`src/rtl/marma_xbar_router_if.sv`:
```
// Marma crossbar router bus interface.
// Bundles the per-port flit handshakes, payloads and drop status of the router.
//   in_valid/in_ready/in_dest/in_data  : packed per-input flit push handshake
//   out_valid/out_ready/out_data/out_src : packed per-output registered flit handshake
//   drop_pulse/drop_count               : illegal-destination discard status
// master: the traffic side (drives inputs and out_ready); slave: the router.
interface marma_xbar_router_if #(
    parameter int NUM_PORTS  = 4,
    parameter int DATA_WIDTH = 64,
    parameter int DEST_WIDTH = 4
);
    localparam int PORT_W = (NUM_PORTS > 2) ? $clog2(NUM_PORTS) : 1;

    logic [NUM_PORTS-1:0]            in_valid;
    logic [NUM_PORTS-1:0]            in_ready;
    logic [NUM_PORTS*DEST_WIDTH-1:0] in_dest;
    logic [NUM_PORTS*DATA_WIDTH-1:0] in_data;
    logic [NUM_PORTS-1:0]            out_valid;
    logic [NUM_PORTS-1:0]            out_ready;
    logic [NUM_PORTS*DATA_WIDTH-1:0] out_data;
    logic [NUM_PORTS*PORT_W-1:0]     out_src;
    logic                            drop_pulse;
    logic [15:0]                     drop_count;

    modport master (
        output in_valid, in_dest, in_data, out_ready,
        input  in_ready, out_valid, out_data, out_src, drop_pulse, drop_count
    );

    modport slave (
        input  in_valid, in_dest, in_data, out_ready,
        output in_ready, out_valid, out_data, out_src, drop_pulse, drop_count
    );
endinterface

```
`src/rtl/marma_xbar_router.sv`:
```
// Marma buffered crossbar router.
// Each input owns a FIFO of {dest, data} entries. Each output has a round-robin
// arbiter over the inputs whose head targets it and a registered valid/ready
// stage that holds its flit under backpressure. Heads with dest >= NUM_PORTS
// are discarded and counted.
//   clk, rst : single clock, synchronous active-high reset
//   bus      : slave modport of marma_xbar_router_if (flit ports and drop status)
module marma_xbar_router #(
    parameter int NUM_PORTS  = 4,
    parameter int DATA_WIDTH = 64,
    parameter int FIFO_DEPTH = 4,
    parameter int DEST_WIDTH = 4
) (
    input logic                clk,
    input logic                rst,
    marma_xbar_router_if.slave bus
);
    localparam int PORT_W  = (NUM_PORTS > 2) ? $clog2(NUM_PORTS) : 1;
    localparam int AW      = $clog2(FIFO_DEPTH);
    localparam int CW      = AW + 1;
    localparam int ENTRY_W = DEST_WIDTH + DATA_WIDTH;
    localparam int unsigned NP = NUM_PORTS;

    logic [ENTRY_W-1:0]              mem [NUM_PORTS][FIFO_DEPTH];
    logic [AW-1:0]                   rd_ptr [NUM_PORTS];
    logic [AW-1:0]                   wr_ptr [NUM_PORTS];
    logic [CW-1:0]                   count [NUM_PORTS];
    logic [PORT_W-1:0]               rr_ptr [NUM_PORTS];
    logic [NUM_PORTS-1:0]            out_valid_q;
    logic [NUM_PORTS*DATA_WIDTH-1:0] out_data_q;
    logic [NUM_PORTS*PORT_W-1:0]     out_src_q;
    logic                            drop_pulse_q;
    logic [15:0]                     drop_count_q;

    logic [NUM_PORTS-1:0]  in_ready_c;
    logic [NUM_PORTS-1:0]  push;
    logic [NUM_PORTS-1:0]  head_valid;
    logic [NUM_PORTS-1:0]  head_legal;
    logic [NUM_PORTS-1:0]  drop;
    logic [DEST_WIDTH-1:0] head_dest [NUM_PORTS];
    logic [DATA_WIDTH-1:0] head_data [NUM_PORTS];
    logic [NUM_PORTS-1:0]  out_free;
    logic [NUM_PORTS-1:0]  grant_valid;
    logic [PORT_W-1:0]     grant_src [NUM_PORTS];
    logic [NUM_PORTS-1:0]  pop;
    logic [PORT_W:0]       drop_n;
    logic [16:0]           drop_sum;

    // Input side: acceptance depends on registered occupancy only.
    always_comb begin
        for (int unsigned i = 0; i < NP; i++) begin
            in_ready_c[i] = !rst && (count[i] < CW'(FIFO_DEPTH));
            push[i]       = bus.in_valid[i] && in_ready_c[i];
            head_valid[i] = (count[i] != '0);
            {head_dest[i], head_data[i]} = mem[i][rd_ptr[i]];
            // Zero-extend so NUM_PORTS fits even when it equals 2**DEST_WIDTH.
            head_legal[i] = {1'b0, head_dest[i]} < (DEST_WIDTH + 1)'(NUM_PORTS);
            drop[i]       = head_valid[i] && !head_legal[i];
        end
    end

    // Per-output round-robin arbitration; illegal heads pop unconditionally.
    always_comb begin : arb
        logic [PORT_W-1:0] cand;
        cand   = '0;
        pop    = drop;
        drop_n = '0;
        for (int unsigned i = 0; i < NP; i++) begin
            drop_n = drop_n + (PORT_W + 1)'(drop[i]);
        end
        for (int unsigned j = 0; j < NP; j++) begin
            out_free[j]    = !out_valid_q[j] || bus.out_ready[j];
            grant_valid[j] = 1'b0;
            grant_src[j]   = '0;
            for (int unsigned k = 0; k < NP; k++) begin
                cand = PORT_W'((32'(rr_ptr[j]) + k) % NP);
                if (!grant_valid[j] && head_valid[cand] && head_legal[cand] &&
                    head_dest[cand] == DEST_WIDTH'(j)) begin
                    grant_valid[j] = 1'b1;
                    grant_src[j]   = cand;
                end
            end
            if (out_free[j] && grant_valid[j]) begin
                pop[grant_src[j]] = 1'b1;
            end
        end
        drop_sum = 17'(drop_count_q) + 17'(drop_n);
    end

    always_ff @(posedge clk) begin
        if (rst) begin
            for (int unsigned i = 0; i < NP; i++) begin
                rd_ptr[i] <= '0;
                wr_ptr[i] <= '0;
                count[i]  <= '0;
                rr_ptr[i] <= '0;
            end
            out_valid_q  <= '0;
            out_data_q   <= '0;
            out_src_q    <= '0;
            drop_pulse_q <= 1'b0;
            drop_count_q <= '0;
        end else begin
            for (int unsigned i = 0; i < NP; i++) begin
                if (push[i]) begin
                    mem[i][wr_ptr[i]] <= {bus.in_dest[i*DEST_WIDTH +: DEST_WIDTH],
                                          bus.in_data[i*DATA_WIDTH +: DATA_WIDTH]};
                    wr_ptr[i] <= wr_ptr[i] + AW'(1);
                end
                if (pop[i]) begin
                    rd_ptr[i] <= rd_ptr[i] + AW'(1);
                end
                count[i] <= count[i] + CW'(push[i]) - CW'(pop[i]);
            end
            for (int unsigned j = 0; j < NP; j++) begin
                if (out_free[j]) begin
                    out_valid_q[j] <= grant_valid[j];
                    if (grant_valid[j]) begin
                        out_data_q[j*DATA_WIDTH +: DATA_WIDTH] <= head_data[grant_src[j]];
                        out_src_q[j*PORT_W +: PORT_W]          <= grant_src[j];
                        rr_ptr[j] <= (grant_src[j] == PORT_W'(NUM_PORTS - 1)) ?
                                     '0 : grant_src[j] + PORT_W'(1);
                    end
                end
            end
            drop_pulse_q <= |drop;
            drop_count_q <= drop_sum[16] ? '1 : drop_sum[15:0];
        end
    end

    assign bus.in_ready   = in_ready_c;
    assign bus.out_valid  = out_valid_q;
    assign bus.out_data   = out_data_q;
    assign bus.out_src    = out_src_q;
    assign bus.drop_pulse = drop_pulse_q;
    assign bus.drop_count = drop_count_q;
endmodule

```
`src/flat_wrapper.sv`:
```
// flat-port wrapper written by rule: the top's interface ports become plain ports
module marma_xbar_router_flat 
#(
    parameter int NUM_PORTS  = 4,
    parameter int DATA_WIDTH = 64,
    parameter int FIFO_DEPTH = 4,
    parameter int DEST_WIDTH = 4
)
  (clk, rst, bus_in_valid, bus_in_dest, bus_in_data, bus_out_ready, bus_in_ready, bus_out_valid, bus_out_data, bus_out_src, bus_drop_pulse, bus_drop_count);
  marma_xbar_router_if #(.NUM_PORTS(NUM_PORTS), .DATA_WIDTH(DATA_WIDTH), .DEST_WIDTH(DEST_WIDTH)) bus_i ();
  input logic clk;
  input logic rst;
  input wire logic [$bits(bus_i.in_valid)-1:0] bus_in_valid;
  input wire logic [$bits(bus_i.in_dest)-1:0] bus_in_dest;
  input wire logic [$bits(bus_i.in_data)-1:0] bus_in_data;
  input wire logic [$bits(bus_i.out_ready)-1:0] bus_out_ready;
  output wire logic [$bits(bus_i.in_ready)-1:0] bus_in_ready;
  output wire logic [$bits(bus_i.out_valid)-1:0] bus_out_valid;
  output wire logic [$bits(bus_i.out_data)-1:0] bus_out_data;
  output wire logic [$bits(bus_i.out_src)-1:0] bus_out_src;
  output wire logic [$bits(bus_i.drop_pulse)-1:0] bus_drop_pulse;
  output wire logic [$bits(bus_i.drop_count)-1:0] bus_drop_count;
  assign bus_i.in_valid = bus_in_valid;
  assign bus_i.in_dest = bus_in_dest;
  assign bus_i.in_data = bus_in_data;
  assign bus_i.out_ready = bus_out_ready;
  assign bus_in_ready = bus_i.in_ready;
  assign bus_out_valid = bus_i.out_valid;
  assign bus_out_data = bus_i.out_data;
  assign bus_out_src = bus_i.out_src;
  assign bus_drop_pulse = bus_i.drop_pulse;
  assign bus_drop_count = bus_i.drop_count;
  marma_xbar_router #(.NUM_PORTS(NUM_PORTS), .DATA_WIDTH(DATA_WIDTH), .FIFO_DEPTH(FIFO_DEPTH), .DEST_WIDTH(DEST_WIDTH)) u_core (.clk(clk), .rst(rst), .bus(bus_i));
endmodule
```
`config.mk`:
```
export PLATFORM = sky130hd
export DESIGN_NAME = marma_xbar_router_flat
export DESIGN_NICKNAME = d
export VERILOG_FILES = /design/src/rtl/marma_xbar_router_if.sv /design/src/rtl/marma_xbar_router.sv /design/src/flat_wrapper.sv
export SDC_FILE = /design/constraint.sdc
export NUM_CORES = 2
export LEC_CHECK = 0
export CAP_MARGIN = 20
export CORE_ASPECT_RATIO = 1.25
export CORE_UTILIZATION = 31
export DETAILED_ROUTE_END_ITERATION = 10
export PLACE_DENSITY = 0.6
export SETUP_SLACK_MARGIN = 0.05
export SYNTH_ARGS = -nofsm -noshare
export SYNTH_HDL_FRONTEND = slang
export SYNTH_SLANG_ARGS = --single-unit
```
`constraint.sdc`:
```
create_clock -name clk -period 5 [get_ports clk]
set_input_delay 1.5 -clock clk [delete_from_list [all_inputs] [get_ports clk]]
set_output_delay 1.5 -clock clk [all_outputs]
set_load 0.005 [all_outputs]
```
# Yosys cells after proc, flatten, opt, wreduce, memory -nomap -nowiden
# Memory sizes are Yosys's and may differ from the RTL's.
# Cells that the tools add are included.
[word_totals]
regBits = 285
ram_bits = 1124
output_inout_bits = 289
word_cells = 545
n_memories = 5
[op_classes]
n_addsub = 36
order_cmp = 64
eq_ne = 16
n_mux = 256
bitwise = 48
reduce_logical = 106
[memory_table]
columns = ["memory", "words", "word_bits", "read_ports", "rd_ports_with_merged_regs", "write_ports", "line_no", "source"]
rows = [
  ["u_core.mem", 4, 272, 4, 0, 4, "marma_xbar_router.sv:24", "logic [ENTRY_W-1:0] mem [NUM_PORTS][FIFO_DEPTH];"],
  ["u_core.count", 4, 3, 4, 0, 4, "marma_xbar_router.sv:27", "logic [CW-1:0] count [NUM_PORTS];"],
  ["u_core.rd_ptr", 4, 2, 4, 0, 4, "marma_xbar_router.sv:25", "logic [AW-1:0] rd_ptr [NUM_PORTS];"],
  ["u_core.rr_ptr", 4, 2, 4, 0, 4, "marma_xbar_router.sv:28", "logic [PORT_W-1:0] rr_ptr [NUM_PORTS];"],
  ["u_core.wr_ptr", 4, 2, 4, 0, 4, "marma_xbar_router.sv:26", "logic [AW-1:0] wr_ptr [NUM_PORTS];"],
]
[ops]
columns = ["operator", "count"]
rows = [
  ["$mux 272", 4],
  ["$mux 68", 12],
  ["$bmux 68 s2", 4],
  ["$demux 68 s2", 4],
  ["$bmux 64 s2", 4],
  ["$mux 64", 8],
  ["$mux 4", 36],
  ["$bmux 4 s2", 16],
  ["$mux 1", 95],
  ["$ge 3x3->1 const B", 28],
  ["$not 2->3", 28],
  ["$logic_and 1x1->1", 68],
  ["$bmux 1 s2", 32],
  ["$mux 2", 32],
  ["$lt 2x3->1 const B", 20],
  ["$add 2x1->2 const B", 16],
  ["$eq 4x2->1 const B", 8],
  ["$logic_not 1->1", 21],
  ["$add 3x1->3", 6],
  ["$add 16x3->17", 1],
  ["$add 2x2->2 const B", 8],
  ["$eq 4x1->1 const B", 4],
  ["$logic_not 4->1", 4],
  ["$lt 4x3->1 const B", 4],
  ["15 further kinds", 63],
]

# Logic depth before layout (Yosys ltp)
# An unclocked memory read counts as a cell.
[depth]
depth_word = 42
depth_mapped = 23
ltp_nobuf = 19

# Least setup slack after synthesis
# Ideal clock, no wire load.
[synth_timing]
kind = "register -> register"
from = "mem u_core.rd_ptr[0][7] (netlist name)"
to = "mem u_core.count[0][2] (netlist name)"
setup_time_ps = 128
arrival_time_ps = 4583
path_slack_ps = 289
stages_incl_launch_ff = 23
path_buffers = 5
synth_period_minus_slack_ps = 4711
path_cell_list = "edfxtp_1 > buf_2 > mux2_4 > or4_1 > buf_2 > a21oi_1 > o221ai_1 > a21oi_1 > buf_2 > buf_2 > buf_2 > inv_1 > ha_1 > a221o_1 > a221oi_2 > inv_1 > ha_1 > inv_1 > ha_1 > fa_1 > xnor2_1 > xnor2_1 > nor2_1"
[synth_rtl]
columns = ["element", "line_no"]
rows = [
  ["start, declared", "marma_xbar_router.sv:25"],
  ["end, declared", "marma_xbar_router.sv:27"],
]

==> flow_summary.toml <==
[sta]
period_share_pct = 94.14
setup_viol = 0
final.setup.tns_ns = 0
fin_crit_ns = 4.707
slew_violations = 0
clock.fmax_mhz = 212.4
fin_skew_ns = 0.05439
worst_slew_pin_slew_ns = 1.002
rsz0062_at_grt = "false"
slew_headroom_pct = 33.21
finalHoldViolCount = 0

[setup_path]
rr_endpoint = "u_core.count[0][2]"
critPathCaptureType = "flip-flop"
required_ns = 5.68
path_max_fanout = 7
reg2reg_slack_ns = 0.29
worstSetupPathType = "flip-flop to flip-flop"
critical_path_arrival_ns = 5.39
critPathLaunchType = "flip-flop"
reg2reg_from = "u_core.rd_ptr[0][7]"
r2r_cells = 17

[floorplanning]
die_width_um = 388.1
initial_utilization_pct = 31.31
die_h_um = 484.7
core_um2 = 184500
dieArea_um2 = 188100
ioPinCount = 571
rows = 176

[grt]
grt_max_degree = 70
met2_usage_pct = 30.90
track_usage_pct = 20.08
antenna_found_initial = 65
busiest_layer = "met2"
grt_first_pass_wirelength_mm = 269.1
use_met1_pct = 26.68
grt-ovfl-total = 0
grt_pass1_vias = 35910
met3_usage_pct = 6.716

[power_and_ir_drop]
leakage_nw = 25.28
finalPower_w = 0.03980
powerDensity_nw_per_um2 = 554.0
ir_worst_vdd_v = 0.0003450

[synthesis]
synth_cell_types = 69
synth_cells = 3544
ys_ff_latch = 1409
avgSynthCellArea_um2 = 16.30
synth_edf_count = 1112
ys_async_sr_fraction_pct = 0
netlist.area_leader.share_pct = 57.80
synth_area_leaders = "edfxtp_1 (58%), dfxtp_1 (10%), mux4_2 (10%), mux2i_1 (6.8%), nand2_1 (2.2%)"
ys_seq_area_share_pct = 68.09
syn-cell-area_um2 = 57780
ys_warn_count = 0
yosysTopAreaCell = "edfxtp_1"
synth.net_count = 3872
synthFlopType = "edfxtp_1"

[route]
wl_per_cell_um = 28.78
first_pass_iters = 6
antenna_left = 0
routed_wirelength_mm = 192.0
drtIter0Drc = 3116
drc = 0
avgViaCountPerCell = 5.361
vias = 35760

[placed_design]
hpwl_mm = 125.6
io_buffers = 570
place_congestion = 0.8344
dp_cells = 6385

[finish]
nets = 4460
final_cell_mix = "edfxtp_1 (1112), clkdlybuf4s50_1 (569), mux2i_1 (392)"
synthToLayoutAreaGrowth_pct = 24.34
drive_above_1_share_pct = 15.07
final_common_cell = "edfxtp_1"
instances_no_fill = 6671

[run]
maxCapViolations = 0

[clocking]
cts-root-buf = "clkbuf_16"
holdBufCountCts = 0
clk_latency_ns = 0.82
clk_path_buf_depth = 3
htree_num_levels = 4
cts_tree = "yes"
path_clk_slew_ns = 0.06
numClockSinks = 1409
cts_buffers = 148

[min_path]
hold_start = "u_core.bus.out_data[150]"
whs_endpoint = "u_core.bus.out_data[150]"
whs_path_depth = 1
hold_class = "flip-flop to flip-flop"

[run_status]
status = "completed"
[state kept, by name (all words and copies together) (netlist names)]
signal / flops
u_core.rd_ptr: 8
u_core.mem: 1088
u_core.bus.drop_count: 16
u_core.wr_ptr: 8
u_core.bus.out_valid: 4
u_core.rr_ptr: 8
u_core.bus.out_src: 8
u_core.bus.out_data: 256
u_core.bus.drop_pulse: 1
u_core.count: 12
[Yosys cell counts (5+ instances only)]
| master | number |
|---|---|
| a211o_1 | 66 |
| a21o_1 | 132 |
| a21oi_1 | 162 |
| a31oi_1 | 5 |
| and2_1 | 6 |
| and3_1 | 28 |
| buf_1 | 17 |
| buf_2 | 94 |
| buf_4 | 8 |
| clkbuf_1 | 112 |
| dfxtp_1 | 297 |
| edfxtp_1 | 1112 |
| fa_1 | 6 |
| ha_1 | 40 |
| inv_1 | 47 |
| mux2i_1 | 392 |
| mux4_2 | 263 |
| nand2_1 | 342 |
| nand2b_1 | 14 |
| nand3_1 | 13 |
| nand4_1 | 9 |
| nor2_1 | 39 |
| nor2b_1 | 11 |
| nor3_1 | 15 |
| nor3b_1 | 6 |
| nor4_1 | 9 |
| o21ai_0 | 6 |
| o221ai_1 | 66 |
| o22ai_1 | 128 |
| or2_2 | 5 |
| or3_1 | 7 |
| xnor2_1 | 15 |
| xor2_1 | 11 |
[how the worst max path moves through the flow]
stage | start | cells past startpoint | slack, ns | to
2_1_floorplan | u_core.rd_ptr[0][7] | 22 | 0.29 | u_core.count[0][2]
3_3_place_gp | u_core.rd_ptr[0][7] | 17 | 0.33 | u_core.count[0][2]
3_5_place_dp | u_core.rd_ptr[0][7] | 17 | 0.26 | u_core.count[0][2]
4_1_cts | u_core.rd_ptr[0][7] | 17 | 0.22 | u_core.count[0][2]
5_1_grt | u_core.rd_ptr[0][7] | 18 | 0.09 | u_core.count[0][2]
6_report | u_core.rd_ptr[0][7] | 17 | 0.29 | u_core.count[0][2]
[layer usage]
metal  vias up  part of all wire, %
li1      15260                    -
met1     18420                   42
met2      1656                   45
met3       362                   10
met4        74                  2.6
met5         -                 0.26
[cell families after synthesis]
logic type               synth area share (%)
adder cells (fa/ha/maj)                 1.074
XOR/XNOR                               0.3941
buffers and inverters                   2.068
AND/OR/NAND/NOR                         4.076
multiplexers                            17.11
AO/OA/AOI/OAI                           7.194
flip-flops                              68.09
[repair_timing]
action,in CTS,in global routing
gates resized for setup,0,3
setup endpoints to repair,0,2
buffers inserted,0,0
[metrics by stage]
| stage | utilization, % | setup slack, ns | hold slack (ns) | cell area, µm² |
|---|---|---|---|---|
| 2_1_floorplan | - | 0.2890 | 0.4509 | 57780 |
| 3_3_place_gp | 36.18 | 0.3255 | 0.4329 | 66760 |
| 3_5_place_dp | 36.18 | 0.2551 | 0.4385 | 66760 |
| 4_1_cts | 38.91 | 0.2222 | 0.4566 | 71810 |
| 5_1_grt | 38.92 | 0.08626 | 0.4668 | 71820 |
| 6_report | 38.93 | 0.2928 | 0.4512 | 71840 |
[final cells by class]
cell class | instances | area (µm²)
Sequential cell | 1409 | 39340
Clock buffer | 198 | 4033
Clock inverter | 79 | 1015
Multi-Input combinational cell | 1856 | 17430
Antenna cell | 9 | 22.52
Fill cell | 17090 | 112700
Timing Repair Buffer | 669 | 6810
Inverter | 48 | 187.7
Tap cell | 2403 | 3007
[worst max-delay path: stages (launching register included)]
cell	delay, ns
edfxtp_1	0.59
mux2_4	0.34
or4_1	0.54
a21oi_2	0.33
a31oi_1	0.10
a221oi_2	0.40
o21ai_4	0.16
ha_1	0.23
a221o_1	0.33
a221oi_2	0.22
inv_1	0.08
ha_1	0.28
inv_1	0.04
ha_1	0.20
fa_1	0.37
xnor2_1	0.18
xnor2_1	0.14
nor2_1	0.05
[power by group]
part / switching [W] / total [W] / internal (W)
clock network: 0.00485 / 0.0113 / 0.00646
registers: 0.000945 / 0.0150 / 0.0140
logic: 0.00754 / 0.0135 / 0.00597
total: 0.0133 / 0.0398 / 0.0265
No activity file was read; power rests on OpenSTA's default activity.
